`src/rtl/serial_subtractor.sv`:
```
// Bit-serial subtractor: d = a - b over WIDTH bits, one bit per clock, LSB first.
// Optional signed-overflow flag enabled by defining SERIAL_SUB_OVF_EN.
module serial_subtractor #(
    parameter int WIDTH = 4
) (
    input  logic             clk,
    input  logic             reset,
    input  logic             start,
    input  logic [WIDTH-1:0] a,
    input  logic [WIDTH-1:0] b,
    output logic             busy,
    output logic             done,
    output logic [WIDTH-1:0] d,
    output logic             borrow,
    output logic             ovf
);

    localparam int CNT_W = $clog2(WIDTH);
    localparam logic [CNT_W-1:0] LAST = CNT_W'(WIDTH - 1);

    typedef enum logic [1:0] {
        IDLE  = 2'd0,
        SHIFT = 2'd1,
        DONE  = 2'd2
    } state_t;

    state_t           state, state_nx;
    logic [WIDTH-1:0] a_sh, a_sh_nx;
    logic [WIDTH-1:0] b_sh, b_sh_nx;
    logic [WIDTH-1:0] res_sh, res_sh_nx;
    logic [WIDTH-1:0] d_q, d_nx;
    logic [CNT_W-1:0] cnt, cnt_nx;
    logic             br, br_nx;
    logic             borrow_q, borrow_nx;

    // Half-subtractor cell with the registered borrow folded in.
    logic a0, b0, diff_bit, br_calc, last_bit;

    assign a0       = a_sh[0];
    assign b0       = b_sh[0];
    assign diff_bit = a0 ^ b0 ^ br;
    assign br_calc  = (~a0 & b0) | (~(a0 ^ b0) & br);
    assign last_bit = (cnt == LAST);

    // Handshake: start is accepted only in IDLE or DONE (busy=0); a/b are
    // captured on that edge. busy is high for exactly WIDTH cycles, then done
    // pulses for one cycle with d/borrow/ovf already valid; those outputs hold
    // until the next operation completes. start while busy is ignored.
    always_comb begin
        state_nx  = state;
        a_sh_nx   = a_sh;
        b_sh_nx   = b_sh;
        res_sh_nx = res_sh;
        cnt_nx    = cnt;
        br_nx     = br;
        d_nx      = d_q;
        borrow_nx = borrow_q;
        case (state)
            IDLE: begin
                if (start) begin
                    state_nx  = SHIFT;
                    a_sh_nx   = a;
                    b_sh_nx   = b;
                    res_sh_nx = '0;
                    cnt_nx    = '0;
                    br_nx     = 1'b0;
                end
            end
            SHIFT: begin
                a_sh_nx   = a_sh >> 1;
                b_sh_nx   = b_sh >> 1;
                res_sh_nx = {diff_bit, res_sh[WIDTH-1:1]};
                br_nx     = br_calc;
                cnt_nx    = cnt + CNT_W'(1);
                if (last_bit) begin
                    state_nx  = DONE;
                    d_nx      = {diff_bit, res_sh[WIDTH-1:1]};
                    borrow_nx = br_calc;
                end
            end
            DONE: begin
                state_nx = IDLE;
                if (start) begin
                    state_nx  = SHIFT;
                    a_sh_nx   = a;
                    b_sh_nx   = b;
                    res_sh_nx = '0;
                    cnt_nx    = '0;
                    br_nx     = 1'b0;
                end
            end
            default: state_nx = IDLE;
        endcase
    end

    always_ff @(posedge clk) begin
        if (reset) begin
            state    <= IDLE;
            a_sh     <= '0;
            b_sh     <= '0;
            res_sh   <= '0;
            cnt      <= '0;
            br       <= 1'b0;
            d_q      <= '0;
            borrow_q <= 1'b0;
        end else begin
            state    <= state_nx;
            a_sh     <= a_sh_nx;
            b_sh     <= b_sh_nx;
            res_sh   <= res_sh_nx;
            cnt      <= cnt_nx;
            br       <= br_nx;
            d_q      <= d_nx;
            borrow_q <= borrow_nx;
        end
    end

    assign busy   = (state == SHIFT);
    assign done   = (state == DONE);
    assign d      = d_q;
    assign borrow = borrow_q;

`ifdef SERIAL_SUB_OVF_EN
    // On the last SHIFT cycle a0/b0 are the operand sign bits.
    logic ovf_q, ovf_nx;

    always_comb begin
        ovf_nx = ovf_q;
        if (state == SHIFT && last_bit)
            ovf_nx = (a0 ^ b0) & (diff_bit ^ a0);
    end

    always_ff @(posedge clk) begin
        if (reset) ovf_q <= 1'b0;
        else       ovf_q <= ovf_nx;
    end

    assign ovf = ovf_q;
`else
    assign ovf = 1'b0;
`endif

endmodule
```
`config.mk`:
```
export PLATFORM = sky130hd
export DESIGN_NAME = serial_subtractor
export DESIGN_NICKNAME = d
export VERILOG_FILES = /design/src/rtl/serial_subtractor.sv
export SDC_FILE = /design/constraint.sdc
export NUM_CORES = 1
export LEC_CHECK = 0
export ABC_AREA = 1
export BUFFER_PORTS_ARGS = -buffer_cell sky130_fd_sc_hd__buf_4
export CELL_PAD_IN_SITES_DETAIL_PLACEMENT = 0
export CELL_PAD_IN_SITES_GLOBAL_PLACEMENT = 1
export CORE_MARGIN = 3
export CORE_UTILIZATION = 39
export CTS_CLUSTER_DIAMETER = 50
export DETAILED_ROUTE_END_ITERATION = 8
export PLACE_DENSITY_LB_ADDON = 0.15
export REMOVE_ABC_BUFFERS = 1
export SLEW_MARGIN = 10
export SYNTH_ARGS = -nofsm -noshare
export SYNTH_HDL_FRONTEND = slang
export SYNTH_SLANG_ARGS = --single-unit
export TNS_END_PERCENT = 50
```
`constraint.sdc`:
```
create_clock -name clk -period 1.3 [get_ports clk]
set_input_delay 0.065 -clock clk [delete_from_list [all_inputs] [get_ports clk]]
set_output_delay 0.065 -clock clk [all_outputs]
set_load 0.05 [all_outputs]
```
==> flow_summary.ini, run 1 <==
[detailed_routing]
wl_per_cell_um = 11.8
drtIter0Drc = 13
vias = 838
drt_pass1_iterations = 4
routed_via_density = 4.60
drc = 0
drt_wl_total_um = 2150
drtAntennaViolNets = 0

[global_route]
grt_use_total = 0.137
grt_max_degree = 17
globalRouteOverflowTotal = 0
grt_first_pass_wirelength_um = 3570
grt_pass1_vias = 817
antenna_found_initial = 0

[cts]
clkSlewWorstSetupHoldPaths_ns = 0.14
cts.sinks = 21
insertion_delay_ns = 0.32
cts.htree.levels = 1
cts-root-buf = clkbuf_4
cts_buffers = 3
cts_tree = done
postCtsHoldBufs = 0
cts.path.max_buffers = 2

[synthesis]
synth_seq_area_share = 0.391
synth_area_leaders = dfxtp_1 (39%), nand2_1 (15%), nand3_2 (8.4%)
netlist_area_um2 = 1080
yosysWarnings = 0
yosys.area.top_type = dfxtp_1
synth-seq-cells = 21
avgSynthCellArea_um2 = 8.03
yosysUniqueCellTypes = 22
synth_top_area_share = 0.391
synth_cells = 134

[cells_and_area]
area_delta_synth_final_pct = 15.6
layout_commonest_cell = nand2_1
drive_gt1_frac = 0.336
finish.utilization = 0.489
antenna-diode-count = 0
layout.nets = 166
final_cell_mix = nand2_1 (42), dfxtp_1 (19), buf_4 (18), nor2_1 (15), inv_1 (10)
stdcell_area_um2 = 1240
fillCellCount = 263

[placement]
hpwl_um = 1540
port_buffers = 17
place_area_um2 = 1200
place.gp.congestion = 0.714

[timing]
period_share = 0.948
timing.fmax_ghz = 0.811
finClkSkew_ns = 0.0130
finalHoldViolations = 0
rsz0062_at_grt = false
finalSetupViolations = 0
fin_crit_ns = 1.23
drv_slew = 0

[floorplanning]
fp.dieW_um = 58.5
die_y_um = 58.5
die_area_um2 = 3430
core_um2 = 2540
rows = 18
start_util = 0.423
io_pins = 19

[pwr]
power_leakage_uw = 0.000559
power_density_nw_per_um2 = 1060
ir_worst_vdd_uv = 603

[setup_path]
critPathCaptureType = output pin
cp_max_fo = 8
arrival_ns = 1.17
r2r_slack_ns = 0.11
startpoint_type = flip-flop
cp.required_ns = 1.24
crit_type = reg2out

[run_status]
status = complete, no violations

[run]
cap_violations = 0

[hold_path]
hp-class = in2reg
## metrics by stage
step | std cells | setup slack, ns | hold WS (ns) | power [µW] | TNS (ns)
3_3_place_gp | 177 | 0.148 | 0.347 | 984 | 0
3_5_place_dp | 177 | 0.127 | 0.350 | 988 | 0
5_1_grt | 182 | 0.0141 | 0.00269 | 1380 | 0
4_1_cts | 182 | 0.0130 | 0.0129 | 1320 | 0
6_report | 182 | 0.0675 | 0.00597 | 1320 | 0
2_1_floorplan | 128 | -0.108 | 0.127 | 900 | -0.728
## cells by family after synthesis
logic type,after synthesis,share of synthesized area
buf+inv,20,0.114
other cells,1,0.00349
fa+ha+maj,2,0.0302
simple gates,80,0.391
compound gates,10,0.0709
flops,21,0.391
## Yosys cell counts, drive strengths merged
cell type and number:
conb 1, nor2 17, fa 1, buf 6, nand2 44, nand3 19, ha 1, dfxtp 21
o21ai 1, a21oi 9, inv 14
## cell type report
type	count	area (µm²)	share of cell area
clock inverters	1	5.00	0.00402
well taps	30	37.5	0.0302
repair buffers	20	158	0.127
multi-input cells	93	533	0.429
clock buffers	3	22.5	0.0181
flip-flops and latches	21	423	0.340
inverters	14	65.1	0.0523
## routing by layer
layer	global-route usage	part of all wire	vias up
met5	0	0	-
met1	0.184	0.51	371
met3	0.0197	0.035	4
met4	0.0596	0.016	0
met2	0.217	0.43	11
li1	-	-	452
## sequential cells by signal, indices dropped and copies added, names as in the netlist
signal  cells
borrow      1
cnt         2
res_sh      3
b_sh        4
br          1
d           4
a_sh        4
state       2
## worst max-delay path, stage by stage, from the launching register on
cell     delay [ns]
dfxtp_2        0.35
buf_6          0.15
inv_12         0.05
nor2_4         0.13
buf_6          0.17
## report_power, final
part	switching, µW	internal [µW]
registers	23.3	680
logic	171	107
clock network	223	115
total	417	902
## final timing paths
kind,start,endpoint,cells after the start
max reg2reg,br$_SDFFE_PP0P_,res_sh[3]$_SDFFE_PP0P_,4
min,reset,res_sh[2]$_SDFFE_PP0P_,2
max,state[0]$_SDFFE_PP0P_,busy,4
min reg2reg,d[2]$_SDFFE_PP0P_,d[2]$_SDFFE_PP0P_,2
## timing repair
| action | CTS | global route |
|---|---|---|
| buffers inserted | 1 | 0 |
| pin swaps | 1 | 0 |
| resized for setup | 1 | 3 |
| setup endpoints to repair | 1 | 2 |
Note: power is estimated with default switching activity, not from simulation.
==> run 2: changes to the inputs <==
CORE_MARGIN = unset   (was 3)
clock period = 1.4 ns   (was 1.3 ns; I/O delays follow)
==> flow_summary.ini, run 2 (synthesized netlist as in run 1, its figures left out) <==
[setup_path]
path_buf_inv = 3
critPathCaptureType = output pin
arrival_ns = 1.22
crit_start = state[0]$_SDFFE_PP0P_
cp.required_ns = 1.33
cp_max_fo = 8
crit_chain = buf_4 -> inv_12 -> nor2_4 -> buf_6
cp_top_family = buffers and inverters
startpoint_type = flip-flop
crit_slowest_cell = dfxtp_1
crit_type = reg2out
slowest_delay_ns = 0.35
r2r-start = state[0]$_SDFFE_PP0P_

[cells_and_area]
stdcell_area_um2 = 1260
fillCellCount = 266
drive_gt1_frac = 0.318
area_delta_synth_final_pct = 17.1
layout_commonest_cell = nand2_1
register_area_um2 = 420
antenna-diode-count = 0
final_cell_mix = nand2_1 (42), dfxtp_1 (21), buf_4 (19), nor2_1 (15), inv_1 (10)
final_cells = 184
multi_input_area_um2 = 533
layout.nets = 168

[pwr]
total_power_uw = 1220
power_leakage_uw = 0.000562
combPwrFrac = 0.213
ir_worst_vdd_uv = 643
clock_power_share = 0.251
p_seq_frac = 0.536
switching_share = 0.309
power_density_nw_per_um2 = 966
p_switching_uw = 376
internal_power_uw = 841

[placement]
dp_cells = 177
port_buffers = 17
place_area_um2 = 1200
place.gp.congestion = 0.756
post-place-ws_ns = 0.235
hpwl_um = 1500

[cts]
clkSlewWorstSetupHoldPaths_ns = 0.13
cts.sinks = 21
cts.path.max_buffers = 2
cts_buffers = 3
cts.htree.levels = 1
cts_tree = done
insertion_delay_ns = 0.31
cts-root-buf = clkbuf_4

[run_status]
status = complete, no violations

[timing]
timing.fmax_ghz = 0.775
period_share = 0.921
fin_crit_ns = 1.29
rsz0062_at_grt = false
finalHoldViolations = 0
fin_tns_setup_ns = 0
drv_slew = 0
worst_slack_ns = 0.110
finClkSkew_ns = 0.00954
finalSetupViolations = 0

[floorplanning]
core_um2 = 2540
rows = 18
io_pins = 19
fp.dieW_um = 54.5
die_y_um = 54.5
die_area_um2 = 2970
start_util = 0.423

[detailed_routing]
wl_per_cell_um = 11.3
drtIter0Drc = 10
routed_via_density = 4.63
drtAntennaViolNets = 0
drt_pass1_iterations = 4
drt_wl_total_um = 2080
vias = 852
drc = 0

[global_route]
antenna_found_initial = 0
grt_pass1_vias = 806
grt_first_pass_wirelength_um = 3520
grt_use_total = 0.172
grt_max_degree = 17
globalRouteOverflowTotal = 0

[hold_path]
hp-start = reset
hp-class = in2reg

[run]
cap_violations = 0
run 2: cell type report:
type / count / share of cell area
clock buffer: 3 / 0.0179
clock inverter: 1 / 0.00596
inverter: 14 / 0.0516
tap: 30 / 0.0298
timing repair buffer: 22 / 0.138
multi-input combinational: 93 / 0.423
sequential: 21 / 0.334
run 2: power groups by stage:
stage / clock, µW / sequential, µW / combinational [µW]
final: 305 / 652 / 259
after global routing: 344 / 658 / 293
after CTS: 318 / 653 / 259
after detailed placement: 0 / 666 / 249
after global placement: 0 / 666 / 246
after floorplan: 0 / 671 / 165
run 2: layer usage:
layer,global-route usage,vias up,share of wire
met1,0.224,383,0.51
met4,0.0513,0,0.0058
li1,-,453,-
met5,0,-,0
met2,0.272,14,0.45
met3,0.0500,2,0.035
run 2: what timing repair did:
| action | CTS | global route |
|---|---|---|
| endpoints found under the hold margin | 1 | 1 |
| hold buffers | 1 | 1 |
| buffers inserted | 1 | 0 |
| resized for setup | 1 | 0 |
| setup endpoints to repair | 1 | 0 |
run 2: per-stage QoR:
step	utilization	hold slack (ns)
3_5_place_dp	0.471	0.352
4_1_cts	0.491	0.00906
5_1_grt	0.495	0.00856
2_1_floorplan	-	0.132
6_report	0.495	0.0234
3_3_place_gp	0.471	0.349
run 2: path summary, 6_finish.rpt:
kind | endpoint | slack, ns | cells past startpoint
min | a_sh[3]$_SDFFE_PP0P_ | 0.02 | 2
min reg2reg | borrow$_SDFFE_PP0P_ | 0.48 | 2
max | busy | 0.11 | 4
max reg2reg | res_sh[1]$_SDFFE_PP0P_ | 0.23 | 6
run 2: worst register-to-register path, cell delays in order, from the launching register on:
cell and delay (ns):
dfxtp_1 0.35, buf_4 0.19, inv_12 0.06, nor2_4 0.14
buf_4 0.18, nand2_1 0.08, a21oi_2 0.13
==> run 3: changes to the inputs <==
CORE_UTILIZATION = 42   (was 39)
CTS_BUF_LIST = sky130_fd_sc_hd__clkbuf_4 sky130_fd_sc_hd__clkbuf_8   (was unset)
CTS_CLUSTER_SIZE = 40   (was unset)
==> flow_summary.ini, run 3 (synthesized netlist as in run 1, its figures left out) <==
[timing]
rsz0062_at_grt = false
fin_crit_ns = 1.29
period_share = 0.920
worst_slack_ns = 0.112
timing.fmax_ghz = 0.776
finalHoldViolations = 0
finalSetupViolations = 0
drv_slew = 0
finClkSkew_ns = 0.00248

[setup_path]
r2r_slack_ns = 0.17
cp_max_fo = 8
slowest_delay_ns = 0.35
cp.required_ns = 1.33
crit_start = state[0]$_SDFFE_PP0P_
r2r-start = state[0]$_SDFFE_PP0P_
cp_top_family = buffers and inverters
reg2reg_to = res_sh[1]$_SDFFE_PP0P_
startpoint_type = flip-flop
worst-path-stages = 4
path_buf_inv = 3
crit_slowest_cell = dfxtp_1
rr_worst_depth = 7
crit_type = reg2out
crit_chain = buf_4 -> inv_12 -> nor2_4 -> buf_6
cp-endpoint = busy
critPathCaptureType = output pin
arrival_ns = 1.22

[floorplanning]
die_area_um2 = 2770
fp.dieW_um = 52.6
io_pins = 19
core_um2 = 2320
start_util = 0.464
die_y_um = 52.6
rows = 17

[cts]
postCtsHoldBufs = 0
cts-root-buf = clkbuf_4
cts_tree = done
clkSlewWorstSetupHoldPaths_ns = 0.11
cts.htree.levels = 1
cts.path.max_buffers = 2
cts_buffers = 3
cts.sinks = 21
insertion_delay_ns = 0.30

[global_route]
globalRouteOverflowTotal = 0
grt_max_degree = 17
grt_use_total = 0.180
antenna_found_initial = 0
grt_first_pass_wirelength_um = 3550
grt_pass1_vias = 816

[cells_and_area]
drive_gt1_frac = 0.340
antenna-diode-count = 0
layout_commonest_cell = nand2_1
final_cell_mix = nand2_1 (42), buf_4 (23), dfxtp_1 (21), nor2_1 (15), inv_1 (10)
area_delta_synth_final_pct = 17.8
layout.nets = 170
stdcell_area_um2 = 1270

[placement]
place_area_um2 = 1200
post-place-ws_ns = 0.254
place.gp.congestion = 0.735
hpwl_um = 1480
port_buffers = 17

[detailed_routing]
drc = 0
wl_per_cell_um = 11.6
drtAntennaViolNets = 0
drtIter0Drc = 13
routed_via_density = 4.77
drt_pass1_iterations = 4
vias = 877
drt_wl_total_um = 2140

[pwr]
p_seq_frac = 0.527
power_density_nw_per_um2 = 975
power_leakage_uw = 0.000579
internal_power_uw = 870
p_switching_uw = 366
combPwrFrac = 0.220
clock_power_share = 0.253
switching_share = 0.296
ir_worst_vdd_uv = 592

[hold_path]
hp-class = in2reg
min_path_cells = 3

[run_status]
status = complete, no violations

[run]
cap_violations = 0
[run 3: cell types whose count changed in the layout (fill, tap and decap cells not counted), sizes merged]
cell,previous run,this run
clkbuf,3,4
dlygate4sd3,2,0
buf,20,24
clkinvlp,1,0
[run 3: area by class of cell]
cell class	count	area, µm²
flip-flops and latches	21	420
clock buffers	4	30.0
well taps	28	35.0
repair buffers	24	184
inverters	14	65.1
multi-input cells	93	533
fillers	231	1050
[run 3: routing by layer]
layer  part of all wire  global-route usage
met5                  0                   0
met4              0.011              0.0789
met3              0.027              0.0348
met2               0.43               0.270
met1               0.53               0.248
[run 3: worst min path at each step]
| stage | start | endpoint |
|---|---|---|
| detailed placement | b[3] | b_sh[3]$_SDFFE_PP0P_ |
| global placement | b[3] | b_sh[3]$_SDFFE_PP0P_ |
| global route | reset | res_sh[2]$_SDFFE_PP0P_ |
| CTS | b[3] | b_sh[3]$_SDFFE_PP0P_ |
| finish | b[3] | b_sh[3]$_SDFFE_PP0P_ |
| floorplan | reset | a_sh[3]$_SDFFE_PP0P_ |
[run 3: metrics by stage]
stage	total power [µW]	hold WS [ns]	util	instances	TNS, ns
2_1_floorplan	836	0.132	-	128	-0.0385
3_3_place_gp	915	0.348	0.516	175	0
3_5_place_dp	915	0.351	0.516	175	0
4_1_cts	1240	0.0138	0.530	179	0
5_1_grt	1300	0.0219	0.547	184	0
6_report	1240	0.0232	0.547	184	0
[run 3: power by group through the flow]
stage | Sequential (µW) | Combinational [µW] | Clock [µW]
6_report | 651 | 272 | 313
5_1_grt | 657 | 303 | 345
4_1_cts | 652 | 255 | 330
3_5_place_dp | 665 | 250 | 0
3_3_place_gp | 665 | 250 | 0
2_1_floorplan | 671 | 165 | 0
[run 3: timing repair]
action	CTS	global route
gates resized for setup	1	0
setup buffers	0	5
setup endpoints to repair	1	1
pin swaps	0	1
[run 3: worst min-delay path, cell delays in order]
cell	delay, ns
buf_4	0.11
nand2_1	0.07
a21oi_2	0.05
